## config.mk

```make
export PLATFORM = sky130hd
export DESIGN_NAME = seq_mxn_shift_unit_flat
export DESIGN_NICKNAME = d
export VERILOG_FILES = /design/src/rtl/seq_mxn_shift_unit_pkg.sv /design/src/rtl/seq_mxn_shift_unit_if.sv /design/src/rtl/seq_mxn_shift_unit_shift_lane_step.sv /design/src/rtl/seq_mxn_shift_unit.sv /design/src/flat_wrapper.sv
export SDC_FILE = /design/constraint.sdc
export NUM_CORES = 1
export LEC_CHECK = 0
export CORE_MARGIN = 3
export CORE_UTILIZATION = 48
export DETAILED_ROUTE_END_ITERATION = 10
export GPL_TIMING_DRIVEN = 0
export PLACE_DENSITY_LB_ADDON = 0.15
export SYNTH_ARGS = -nofsm -noshare
export SYNTH_HDL_FRONTEND = slang
export SYNTH_SLANG_ARGS = --single-unit
```

## constraint.sdc

```tcl
create_clock -name clk -period 1.9 [get_ports clk]
set_input_delay 0.38 -clock clk [delete_from_list [all_inputs] [get_ports clk]]
set_output_delay 0.38 -clock clk [all_outputs]
set_load 0.01 [all_outputs]
```

## src/rtl/seq_mxn_shift_unit_pkg.sv

```systemverilog
// Shared definitions for the multi-lane sequential shifter.
// Contents: shift mode codes, FSM state type, and a helper that sizes the
// per-lane shift amount field so it can hold the value WIDTH.
package seq_mxn_shift_unit_pkg;

  localparam logic [1:0] MODE_LOGICAL = 2'd0;
  localparam logic [1:0] MODE_ARITH   = 2'd1;
  localparam logic [1:0] MODE_ROTATE  = 2'd2;
  localparam logic [1:0] MODE_FILL    = 2'd3;

  typedef enum logic [1:0] {
    IDLE  = 2'd0,
    SHIFT = 2'd1,
    DONE  = 2'd2
  } state_t;

  function automatic int amt_width(input int width);
    return $clog2(width + 1);
  endfunction

endpackage

```

## src/rtl/seq_mxn_shift_unit_if.sv

```systemverilog
// Request/response bundle for seq_mxn_shift_unit.
// master: requester side (drives request, out_ready; observes results).
// slave : the shift unit (accepts request, drives results and status).
interface seq_mxn_shift_unit_if
  import seq_mxn_shift_unit_pkg::*;
#(
  parameter int WIDTH = 8,
  parameter int SETS  = 2,
  parameter int AMT_W = amt_width(WIDTH)
);
  logic                  in_valid;
  logic                  in_ready;
  logic [SETS*WIDTH-1:0] in_packed;
  logic [SETS*AMT_W-1:0] amt_packed;
  logic                  shift_dir;
  logic [1:0]            mode;
  logic                  fill_bit;
  logic                  out_valid;
  logic                  out_ready;
  logic [SETS*WIDTH-1:0] out_packed;
  logic [SETS*WIDTH-1:0] overflow_packed;
  logic [SETS-1:0]       sign_change;
  logic                  busy;

  modport master (
    output in_valid, in_packed, amt_packed, shift_dir, mode, fill_bit, out_ready,
    input  in_ready, out_valid, out_packed, overflow_packed, sign_change, busy
  );

  modport slave (
    input  in_valid, in_packed, amt_packed, shift_dir, mode, fill_bit, out_ready,
    output in_ready, out_valid, out_packed, overflow_packed, sign_change, busy
  );
endinterface

```

## src/rtl/seq_mxn_shift_unit_shift_lane_step.sv

```systemverilog
// One shifter lane: data, shifted-out bits, remaining-step counter and
// sticky sign-change flag, advancing one bit per enabled clock.
// Ports:
//   clk, rst        clock, synchronous active-high reset
//   load            capture data_in/amt (amount clamped to WIDTH)
//   step_en         unit is in its shifting phase
//   amt, data_in    per-lane request fields
//   dir, mode, fill_bit  common shift controls (held by the top)
//   data, ovf, sign_change  lane results
//   last            at most one step remaining (idle lanes report 1)
module shift_lane_step
  import seq_mxn_shift_unit_pkg::*;
#(
  parameter int WIDTH = 8,
  parameter int AMT_W = amt_width(WIDTH)
) (
  input  logic             clk,
  input  logic             rst,
  input  logic             load,
  input  logic             step_en,
  input  logic [AMT_W-1:0] amt,
  input  logic [WIDTH-1:0] data_in,
  input  logic             dir,
  input  logic [1:0]       mode,
  input  logic             fill_bit,
  output logic [WIDTH-1:0] data,
  output logic [WIDTH-1:0] ovf,
  output logic             sign_change,
  output logic             last
);

  logic [WIDTH-1:0] data_q, ovf_q, data_step, ovf_step;
  logic [AMT_W-1:0] cnt_q, cnt_load;
  logic             sc_q, in_bit, leave_bit;

  assign cnt_load = (amt > AMT_W'(WIDTH)) ? AMT_W'(WIDTH) : amt;

  always_comb begin
    leave_bit = dir ? data_q[0] : data_q[WIDTH-1];
    in_bit    = 1'b0;
    case (mode)
      MODE_ARITH:  in_bit = dir ? data_q[WIDTH-1] : 1'b0;
      MODE_ROTATE: in_bit = leave_bit;
      MODE_FILL:   in_bit = fill_bit;
      default:     in_bit = 1'b0;
    endcase
    if (dir) begin
      data_step = {in_bit, data_q[WIDTH-1:1]};
      ovf_step  = {data_q[0], ovf_q[WIDTH-1:1]};
    end else begin
      data_step = {data_q[WIDTH-2:0], in_bit};
      ovf_step  = {ovf_q[WIDTH-2:0], data_q[WIDTH-1]};
    end
  end

  always_ff @(posedge clk) begin
    if (rst) begin
      data_q <= '0;
      ovf_q  <= '0;
      cnt_q  <= '0;
      sc_q   <= 1'b0;
    end else if (load) begin
      data_q <= data_in;
      ovf_q  <= '0;
      cnt_q  <= cnt_load;
      sc_q   <= 1'b0;
    end else if (step_en && (cnt_q != '0)) begin
      data_q <= data_step;
      ovf_q  <= ovf_step;
      cnt_q  <= cnt_q - 1'b1;
      // A left step moves data[W-2] into the MSB.
      if ((mode == MODE_ARITH) && !dir && (data_q[WIDTH-1] != data_q[WIDTH-2]))
        sc_q <= 1'b1;
    end
  end

  assign data        = data_q;
  assign ovf         = ovf_q;
  assign sign_change = sc_q;
  assign last        = (cnt_q <= AMT_W'(1));

endmodule

```

## src/rtl/seq_mxn_shift_unit.sv

```systemverilog
// Multi-cycle, multi-lane shifter: SETS lanes of WIDTH bits, each shifted
// one bit per clock by its own amount, with overflow capture and an
// arithmetic sign-change flag.
//
//   state | meaning
//   IDLE  | ready for a request (in_ready=1)
//   SHIFT | lanes with steps remaining shift one bit per clock
//   DONE  | result valid, held until out_ready
//
// Ports: clk, rst (synchronous, active-high); bus (slave modport) carries
// the request handshake/fields, the result handshake/fields and busy.
module seq_mxn_shift_unit
  import seq_mxn_shift_unit_pkg::*;
#(
  parameter int WIDTH = 8,
  parameter int SETS  = 2,
  parameter int AMT_W = amt_width(WIDTH)
) (
  input  logic                 clk,
  input  logic                 rst,
  seq_mxn_shift_unit_if.slave  bus
);

  if (WIDTH < 2) begin : g_chk_width
    $error("seq_mxn_shift_unit: WIDTH must be >= 2");
  end
  if (SETS < 1) begin : g_chk_sets
    $error("seq_mxn_shift_unit: SETS must be >= 1");
  end

  state_t                state_q, state_d;
  logic                  dir_q, fill_q;
  logic [1:0]            mode_q;
  logic                  accept, step_en;
  logic [SETS-1:0]       lane_last, sc_w;
  logic [SETS*WIDTH-1:0] out_w, ovf_w;

  assign accept  = (state_q == IDLE) && bus.in_valid;
  assign step_en = (state_q == SHIFT);

  always_comb begin
    state_d = state_q;
    case (state_q)
      IDLE:  if (bus.in_valid) state_d = (|bus.amt_packed) ? SHIFT : DONE;
      SHIFT: if (&lane_last)   state_d = DONE;
      DONE:  if (bus.out_ready) state_d = IDLE;
      default: state_d = IDLE;
    endcase
  end

  always_ff @(posedge clk) begin
    if (rst) begin
      state_q <= IDLE;
      dir_q   <= 1'b0;
      mode_q  <= MODE_LOGICAL;
      fill_q  <= 1'b0;
    end else begin
      state_q <= state_d;
      if (accept) begin
        dir_q  <= bus.shift_dir;
        mode_q <= bus.mode;
        fill_q <= bus.fill_bit;
      end
    end
  end

  for (genvar g = 0; g < SETS; g++) begin : g_lane
    shift_lane_step #(.WIDTH(WIDTH), .AMT_W(AMT_W)) u_lane (
      .clk         (clk),
      .rst         (rst),
      .load        (accept),
      .step_en     (step_en),
      .amt         (bus.amt_packed[g*AMT_W +: AMT_W]),
      .data_in     (bus.in_packed[g*WIDTH +: WIDTH]),
      .dir         (dir_q),
      .mode        (mode_q),
      .fill_bit    (fill_q),
      .data        (out_w[g*WIDTH +: WIDTH]),
      .ovf         (ovf_w[g*WIDTH +: WIDTH]),
      .sign_change (sc_w[g]),
      .last        (lane_last[g])
    );
  end

  assign bus.in_ready        = (state_q == IDLE);
  assign bus.out_valid       = (state_q == DONE);
  assign bus.busy            = (state_q != IDLE);
  assign bus.out_packed      = out_w;
  assign bus.overflow_packed = ovf_w;
  assign bus.sign_change     = sc_w;

endmodule

```

## src/flat_wrapper.sv

```systemverilog
// flat-port wrapper written by rule: the top's interface ports become plain ports
module seq_mxn_shift_unit_flat import seq_mxn_shift_unit_pkg::*;
#(
  parameter int WIDTH = 8,
  parameter int SETS  = 2,
  parameter int AMT_W = amt_width(WIDTH)
)
  (clk, rst, bus_in_valid, bus_in_packed, bus_amt_packed, bus_shift_dir, bus_mode, bus_fill_bit, bus_out_ready, bus_in_ready, bus_out_valid, bus_out_packed, bus_overflow_packed, bus_sign_change, bus_busy);
  seq_mxn_shift_unit_if #(.WIDTH(WIDTH), .SETS(SETS), .AMT_W(AMT_W)) bus_i ();
  input  logic clk;
  input  logic rst;
  input wire logic [$bits(bus_i.in_valid)-1:0] bus_in_valid;
  input wire logic [$bits(bus_i.in_packed)-1:0] bus_in_packed;
  input wire logic [$bits(bus_i.amt_packed)-1:0] bus_amt_packed;
  input wire logic [$bits(bus_i.shift_dir)-1:0] bus_shift_dir;
  input wire logic [$bits(bus_i.mode)-1:0] bus_mode;
  input wire logic [$bits(bus_i.fill_bit)-1:0] bus_fill_bit;
  input wire logic [$bits(bus_i.out_ready)-1:0] bus_out_ready;
  output wire logic [$bits(bus_i.in_ready)-1:0] bus_in_ready;
  output wire logic [$bits(bus_i.out_valid)-1:0] bus_out_valid;
  output wire logic [$bits(bus_i.out_packed)-1:0] bus_out_packed;
  output wire logic [$bits(bus_i.overflow_packed)-1:0] bus_overflow_packed;
  output wire logic [$bits(bus_i.sign_change)-1:0] bus_sign_change;
  output wire logic [$bits(bus_i.busy)-1:0] bus_busy;
  assign bus_i.in_valid = bus_in_valid;
  assign bus_i.in_packed = bus_in_packed;
  assign bus_i.amt_packed = bus_amt_packed;
  assign bus_i.shift_dir = bus_shift_dir;
  assign bus_i.mode = bus_mode;
  assign bus_i.fill_bit = bus_fill_bit;
  assign bus_i.out_ready = bus_out_ready;
  assign bus_in_ready = bus_i.in_ready;
  assign bus_out_valid = bus_i.out_valid;
  assign bus_out_packed = bus_i.out_packed;
  assign bus_overflow_packed = bus_i.overflow_packed;
  assign bus_sign_change = bus_i.sign_change;
  assign bus_busy = bus_i.busy;
  seq_mxn_shift_unit #(.WIDTH(WIDTH), .SETS(SETS), .AMT_W(AMT_W)) u_core (.clk(clk), .rst(rst), .bus(bus_i));
endmodule
```

==> flow_summary.html <==
<table>
<tr><th>Metric</th><th>Value</th></tr>
<tr><th colspan="2">Outcome</th></tr>
<tr><td>Run status</td><td>completed</td></tr>
<tr><th colspan="2">Timing</th></tr>
<tr><td>Final-report hold violation count</td><td>0</td></tr>
<tr><td>Achievable clock frequency</td><td>around 550 MHz</td></tr>
<tr><td>Worst Max-Slew Pin Slew</td><td>~0.65 ns</td></tr>
<tr><td># setup viols final</td><td>0</td></tr>
<tr><td>Worst hold-check slack</td><td>about 0.48 ns</td></tr>
<tr><td>Max-slew violation count</td><td>0</td></tr>
<tr><td>Unrepaired setup endpoints after global routing</td><td>no</td></tr>
<tr><td>Tcrit/Tclk final</td><td>0.965</td></tr>
<tr><td>Layout Skew</td><td>about 0.0070 ns</td></tr>
<tr><td>Summed negative setup slack over all endpoints</td><td>0 ns</td></tr>
<tr><td>Max transition margin</td><td>0.567</td></tr>
<tr><td>Final setup margin</td><td>0.0661 ns</td></tr>
<tr><td>Final worst path period need</td><td>1.83 ns</td></tr>
<tr><th colspan="2">Power</th></tr>
<tr><td>Overall Power</td><td>2.94 mW</td></tr>
<tr><td>Combinational share of power</td><td>0.321</td></tr>
<tr><td>Power share of the clock group</td><td>0.261</td></tr>
<tr><td>Worst ir drop on vdd</td><td>0.000600 V</td></tr>
<tr><td>Sequential share of power</td><td>0.418</td></tr>
<tr><td>Static leakage</td><td>1.23 nW</td></tr>
<tr><td>Switching component of the power</td><td>roughly 0.96 mW</td></tr>
<tr><td>Pwr dens</td><td>about 850 mW/mm^2</td></tr>
<tr><td>Switching share of power</td><td>0.325</td></tr>
<tr><td>Cell-internal power</td><td>approximately 2.0 mW</td></tr>
<tr><th colspan="2">Logic synthesis</th></tr>
<tr><td>Summed instance area of the synthesized netlist</td><td>roughly 0.0026 mm^2</td></tr>
<tr><td>Combinational family with the most area after synthesis</td><td>compound AO/OA/AOI/OAI gates</td></tr>
<tr><td>Post-synthesis net count</td><td>between 300 and 400</td></tr>
<tr><td>Average instance area after synthesis</td><td>just under 9 um^2</td></tr>
<tr><td>Number of flops mapped to enable cells by yosys</td><td>0</td></tr>
<tr><td>Number of distinct library cell variants in the gate-level netlist after synthesis</td><td>45</td></tr>
<tr><td>Fraction of synthesis flops using an asynchronous set or reset pin</td><td>0</td></tr>
<tr><td>Arithmetic-cell share of the synthesized area counting full adders, half adders and majority gates</td><td>0.0294</td></tr>
<tr><td>Number of warnings reported in the yosys synthesis log</td><td>0</td></tr>
<tr><td>Cells after Synth</td><td>between 200 and 300</td></tr>
<tr><td>Biggest area consumer among synthesized cells</td><td>sky130_fd_sc_hd__dfxtp_1</td></tr>
<tr><td>Post-synthesis xor/xnor area fraction</td><td>0.0137</td></tr>
<tr><td>Predominant post-synthesis flop cell</td><td>sky130_fd_sc_hd__dfxtp_1</td></tr>
<tr><td>Synth Area in Simple Gates</td><td>0.156</td></tr>
<tr><td>Top area cells in the synthesized netlist</td><td>sky130_fd_sc_hd__dfxtp_1 (38%), sky130_fd_sc_hd__mux2i_1 (9.0%), sky130_fd_sc_hd__a211oi_1 (5.9%)</td></tr>
<tr><td>Post-synthesis sequential area ratio</td><td>0.376</td></tr>
<tr><td>Flip-flop and latch count after synthesis</td><td>48</td></tr>
<tr><td>Share of synthesized area spent on multiplexers</td><td>0.143</td></tr>
<tr><td>Synth top area share</td><td>0.376</td></tr>
<tr><td>Complex-gate fraction of the synthesized area</td><td>0.211</td></tr>
<tr><th colspan="2">Finish</th></tr>
<tr><td>Non-filler cells, final</td><td>approximately 430</td></tr>
<tr><td>Final #Nets</td><td>401</td></tr>
<tr><td>Final Instance Area</td><td>0.00345 mm^2</td></tr>
<tr><td>Signed area change from the synthesized netlist to the final layout</td><td>35.1%</td></tr>
<tr><td>Fraction of layout cells with a size suffix above 1</td><td>0.132</td></tr>
<tr><td>Antenna diodes</td><td>0</td></tr>
<tr><td>Post-layout util</td><td>0.698</td></tr>
<tr><th colspan="2">Global route</th></tr>
<tr><td>Antenna violations before repair</td><td>0</td></tr>
<tr><td>Vias in the first global route</td><td>roughly 2300</td></tr>
<tr><td>Wire length of the first global-routing pass</td><td>11400 um</td></tr>
<tr><td>Pin count of the biggest net entering global routing</td><td>17</td></tr>
<tr><td>GRT Residual Overflow</td><td>0</td></tr>
<tr><td>GR Util All Layers</td><td>0.228</td></tr>
<tr><th colspan="2">Detailed routing</th></tr>
<tr><td>Uppermost layer routed</td><td>met4</td></tr>
<tr><td>Drc violations</td><td>0</td></tr>
<tr><td>Drt total wl</td><td>6890 um</td></tr>
<tr><td>Number of routed nets with antenna violations</td><td>0</td></tr>
<tr><td>Met3 routed WL</td><td>roughly 470 um</td></tr>
<tr><td>Detailed-router iteration count before antenna repair</td><td>4</td></tr>
<tr><td>Vias per cell</td><td>5.66</td></tr>
<tr><td>Met2 layer wire length in the routed design</td><td>3110 um</td></tr>
<tr><td>Routed vias</td><td>between 2000 and 2500</td></tr>
<tr><td>Drt first-iter violations</td><td>about 170</td></tr>
<tr><td>Met1 Wirelength</td><td>about 3200 um</td></tr>
<tr><td>Mean routed wirelength per cell</td><td>~16 um</td></tr>
<tr><th colspan="2">Die</th></tr>
<tr><td>Core Box Area</td><td>0.00494 mm^2</td></tr>
<tr><td>Horizontal die dimension</td><td>slightly below 80 um</td></tr>
<tr><td>Top-level I/O count</td><td>69</td></tr>
<tr><td>Die Height</td><td>~80 um</td></tr>
<tr><td>Starting utilization of the core area</td><td>0.517</td></tr>
<tr><td>Std-Cell Rows</td><td>25</td></tr>
<tr><td>Total Die Area</td><td>between 0.006 and 0.007 mm^2</td></tr>
<tr><th colspan="2">Setup path</th></tr>
<tr><td>Critical path peak fanout</td><td>6</td></tr>
<tr><td>Critical Path RT</td><td>around 1.5 ns</td></tr>
<tr><td>Category of the worst setup path launch point</td><td>flop</td></tr>
<tr><td>Start-to-end type of the worst setup path</td><td>reg -&gt; out</td></tr>
<tr><td>Worst path slowest cell</td><td>sky130_fd_sc_hd__clkdlybuf4s50_1</td></tr>
<tr><td>Arr. time, crit path</td><td>approximately 1.5 ns</td></tr>
<tr><td>Buffers and inverters on the worst path</td><td>2</td></tr>
<tr><td>Critical path cell sequence</td><td>nor2_1, inv_1, clkdlybuf4s50_1</td></tr>
<tr><td>Cell type group with the largest total delay on the critical path</td><td>buffers and inverters</td></tr>
<tr><td>Kind of capture point of the worst setup path</td><td>output pin</td></tr>
<tr><td>Maximum single-stage delay on the critical path</td><td>approximately 0.53 ns</td></tr>
<tr><th colspan="2">Clock network</th></tr>
<tr><td>Maximum buffer depth of the clock tree</td><td>2</td></tr>
<tr><td>Count of H-tree levels built during CTS</td><td>2</td></tr>
<tr><td>Clock slew seen by the registers of the worst setup and hold paths</td><td>0.09 ns</td></tr>
<tr><td>Total CTS buffers</td><td>5</td></tr>
<tr><td>Clock latency on the worst-skew pair</td><td>roughly 0.31 ns</td></tr>
<tr><td>CTS tree</td><td>built</td></tr>
<tr><td>Number of hold-repair buffers added at the cts stage</td><td>0</td></tr>
<tr><td>Buffer cell driving the clock tree root</td><td>sky130_fd_sc_hd__clkbuf_8</td></tr>
<tr><td>Buffers inserted during post-CTS setup optimization</td><td>0</td></tr>
<tr><td>Count of cells resized by post-cts repair</td><td>2</td></tr>
<tr><td>Count of clock tree sinks</td><td>48</td></tr>
<tr><th colspan="2">Placed design</th></tr>
<tr><td>Setup Slack @ Placement</td><td>-0.349 ns</td></tr>
<tr><td>Final HPWL from detailed placement</td><td>~5000 um</td></tr>
<tr><td>Gp weighted congestion</td><td>about 0.8</td></tr>
<tr><td>Area after detailed placement</td><td>around 0.0033 mm^2</td></tr>
<tr><td>Instance count after placement with tap cells included</td><td>between 400 and 500</td></tr>
<tr><td>Number of buffers added on ports</td><td>between 60 and 70</td></tr>
<tr><th colspan="2">Flow run</th></tr>
<tr><td>Max-capacitance violation count</td><td>0</td></tr>
<tr><th colspan="2">Worst hold path</th></tr>
<tr><td>Hold WC Path Type</td><td>reg -&gt; reg</td></tr>
</table>
-- cells in the mapped netlist, drive strengths merged (3+ instances only) --
| library cell | n |
|---|---|
| nand3 | 7 |
| a21oi | 25 |
| a211oi | 20 |
| nor4 | 3 |
| nor2 | 26 |
| clkbuf | 5 |
| o31ai | 3 |
| o21ai | 8 |
| o22ai | 3 |
| a22oi | 8 |
| or3b | 3 |
| dfxtp | 48 |
| xor2 | 4 |
| nand2 | 29 |
| buf | 18 |
| mux2i | 23 |
| a31oi | 3 |
| inv | 9 |
| mux2 | 12 |
| ha | 6 |
-- sequential cells by signal (all words and copies together), names as in the netlist --
| signal | flops |
|---|---|
| u_core.g_lane.u_lane.data | 16 |
| u_core.g_lane.u_lane.ovf | 16 |
| u_core.g_lane.u_lane.cnt_q | 8 |
| u_core.g_lane.u_lane.sign_change | 2 |
| u_core.mode_q | 2 |
| u_core.state_q | 2 |
| u_core.dir_q | 1 |
| u_core.fill_q | 1 |
-- worst register-to-register path: stages (launching register included) --
cell	delay, ns
sky130_fd_sc_hd__dfxtp_1	0.33
sky130_fd_sc_hd__inv_1	0.12
sky130_fd_sc_hd__ha_1	0.16
sky130_fd_sc_hd__or3b_4	0.40
sky130_fd_sc_hd__and2_1	0.18
sky130_fd_sc_hd__buf_6	0.15
sky130_fd_sc_hd__buf_6	0.14
sky130_fd_sc_hd__a21oi_1	0.13
sky130_fd_sc_hd__o22ai_1	0.09
-- area by class of cell --
class / instances / area (um^2)
buffer: 22 / 151
inverter: 9 / 33.8
tap: 67 / 83.8
clock inverter: 3 / 46.3
timing repair buffer: 68 / 681
fill: 425 / 1490
multi-input combinational: 209 / 1430
sequential: 48 / 962
clock buffer: 5 / 68.8
-- kinds of logic after synthesis --
kind of cell / Yosys count
DFF: 48
muxes: 35
adders and majority gates: 6
and+or+nand+nor: 84
AOI/OAI and AO/OA: 80
buffers and inverters: 32
xor gates and xnor gates: 4
-- power by group through the flow --
stage	clock network, mW	logic [mW]	registers, mW
final	0.769	0.945	1.23
after floorplan	0	0.559	1.25
after global routing	0.828	1.04	1.24
after global placement	0	0.909	1.24
after detailed placement	0	0.930	1.25
after CTS	0.786	0.938	1.22
-- final timing paths --
| check | start | slack, ns | end | cells after the start |
|---|---|---|---|---|
| max | u_core.state_q[0] | 0.07 | bus_busy | 3 |
| min | u_core.g_lane[0].u_lane.sign_change | 0.48 | u_core.g_lane[0].u_lane.sign_change | 2 |
| max reg2reg | u_core.g_lane[1].u_lane.cnt_q[0] | 0.08 | u_core.g_lane[1].u_lane.cnt_q[3] | 8 |
| min reg2reg | u_core.g_lane[0].u_lane.sign_change | 0.48 | u_core.g_lane[0].u_lane.sign_change | 2 |
-- layer usage --
layer / track usage / up-vias
li1: - / 1199
met1: 0.326 / 1150
met2: 0.346 / 87
met3: 0.0510 / 5
met4: 0.0619 / 0
met5: 0 / -
-- cell usage in the layout (no fill, tap or decap), types with 2 or more instances in the layout --
cell / instances
sky130_fd_sc_hd__nand4_1: 2
sky130_fd_sc_hd__a21oi_2: 2
sky130_fd_sc_hd__nor4_1: 3
sky130_fd_sc_hd__o2111ai_1: 2
sky130_fd_sc_hd__o21ai_0: 7
sky130_fd_sc_hd__o31ai_1: 2
sky130_fd_sc_hd__xor2_1: 4
sky130_fd_sc_hd__nor2b_1: 2
sky130_fd_sc_hd__nor2_1: 26
sky130_fd_sc_hd__buf_6: 6
sky130_fd_sc_hd__clkbuf_8: 5
sky130_fd_sc_hd__or3b_4: 2
sky130_fd_sc_hd__a22oi_1: 8
sky130_fd_sc_hd__a31oi_1: 3
sky130_fd_sc_hd__inv_1: 8
sky130_fd_sc_hd__dfxtp_1: 47
sky130_fd_sc_hd__mux2i_1: 23
sky130_fd_sc_hd__a21oi_1: 23
sky130_fd_sc_hd__buf_4: 3
sky130_fd_sc_hd__buf_2: 6
sky130_fd_sc_hd__o32a_1: 2
sky130_fd_sc_hd__nand2b_1: 2
sky130_fd_sc_hd__clkbuf_1: 4
sky130_fd_sc_hd__a211oi_1: 20
sky130_fd_sc_hd__and3_1: 2
sky130_fd_sc_hd__nand2_1: 28
sky130_fd_sc_hd__or3_1: 2
sky130_fd_sc_hd__clkdlybuf4s50_1: 68
sky130_fd_sc_hd__o22ai_1: 3
sky130_fd_sc_hd__mux2_2: 12
sky130_fd_sc_hd__nand3_1: 7
sky130_fd_sc_hd__ha_1: 6
(Power assumes the default switching activity.)
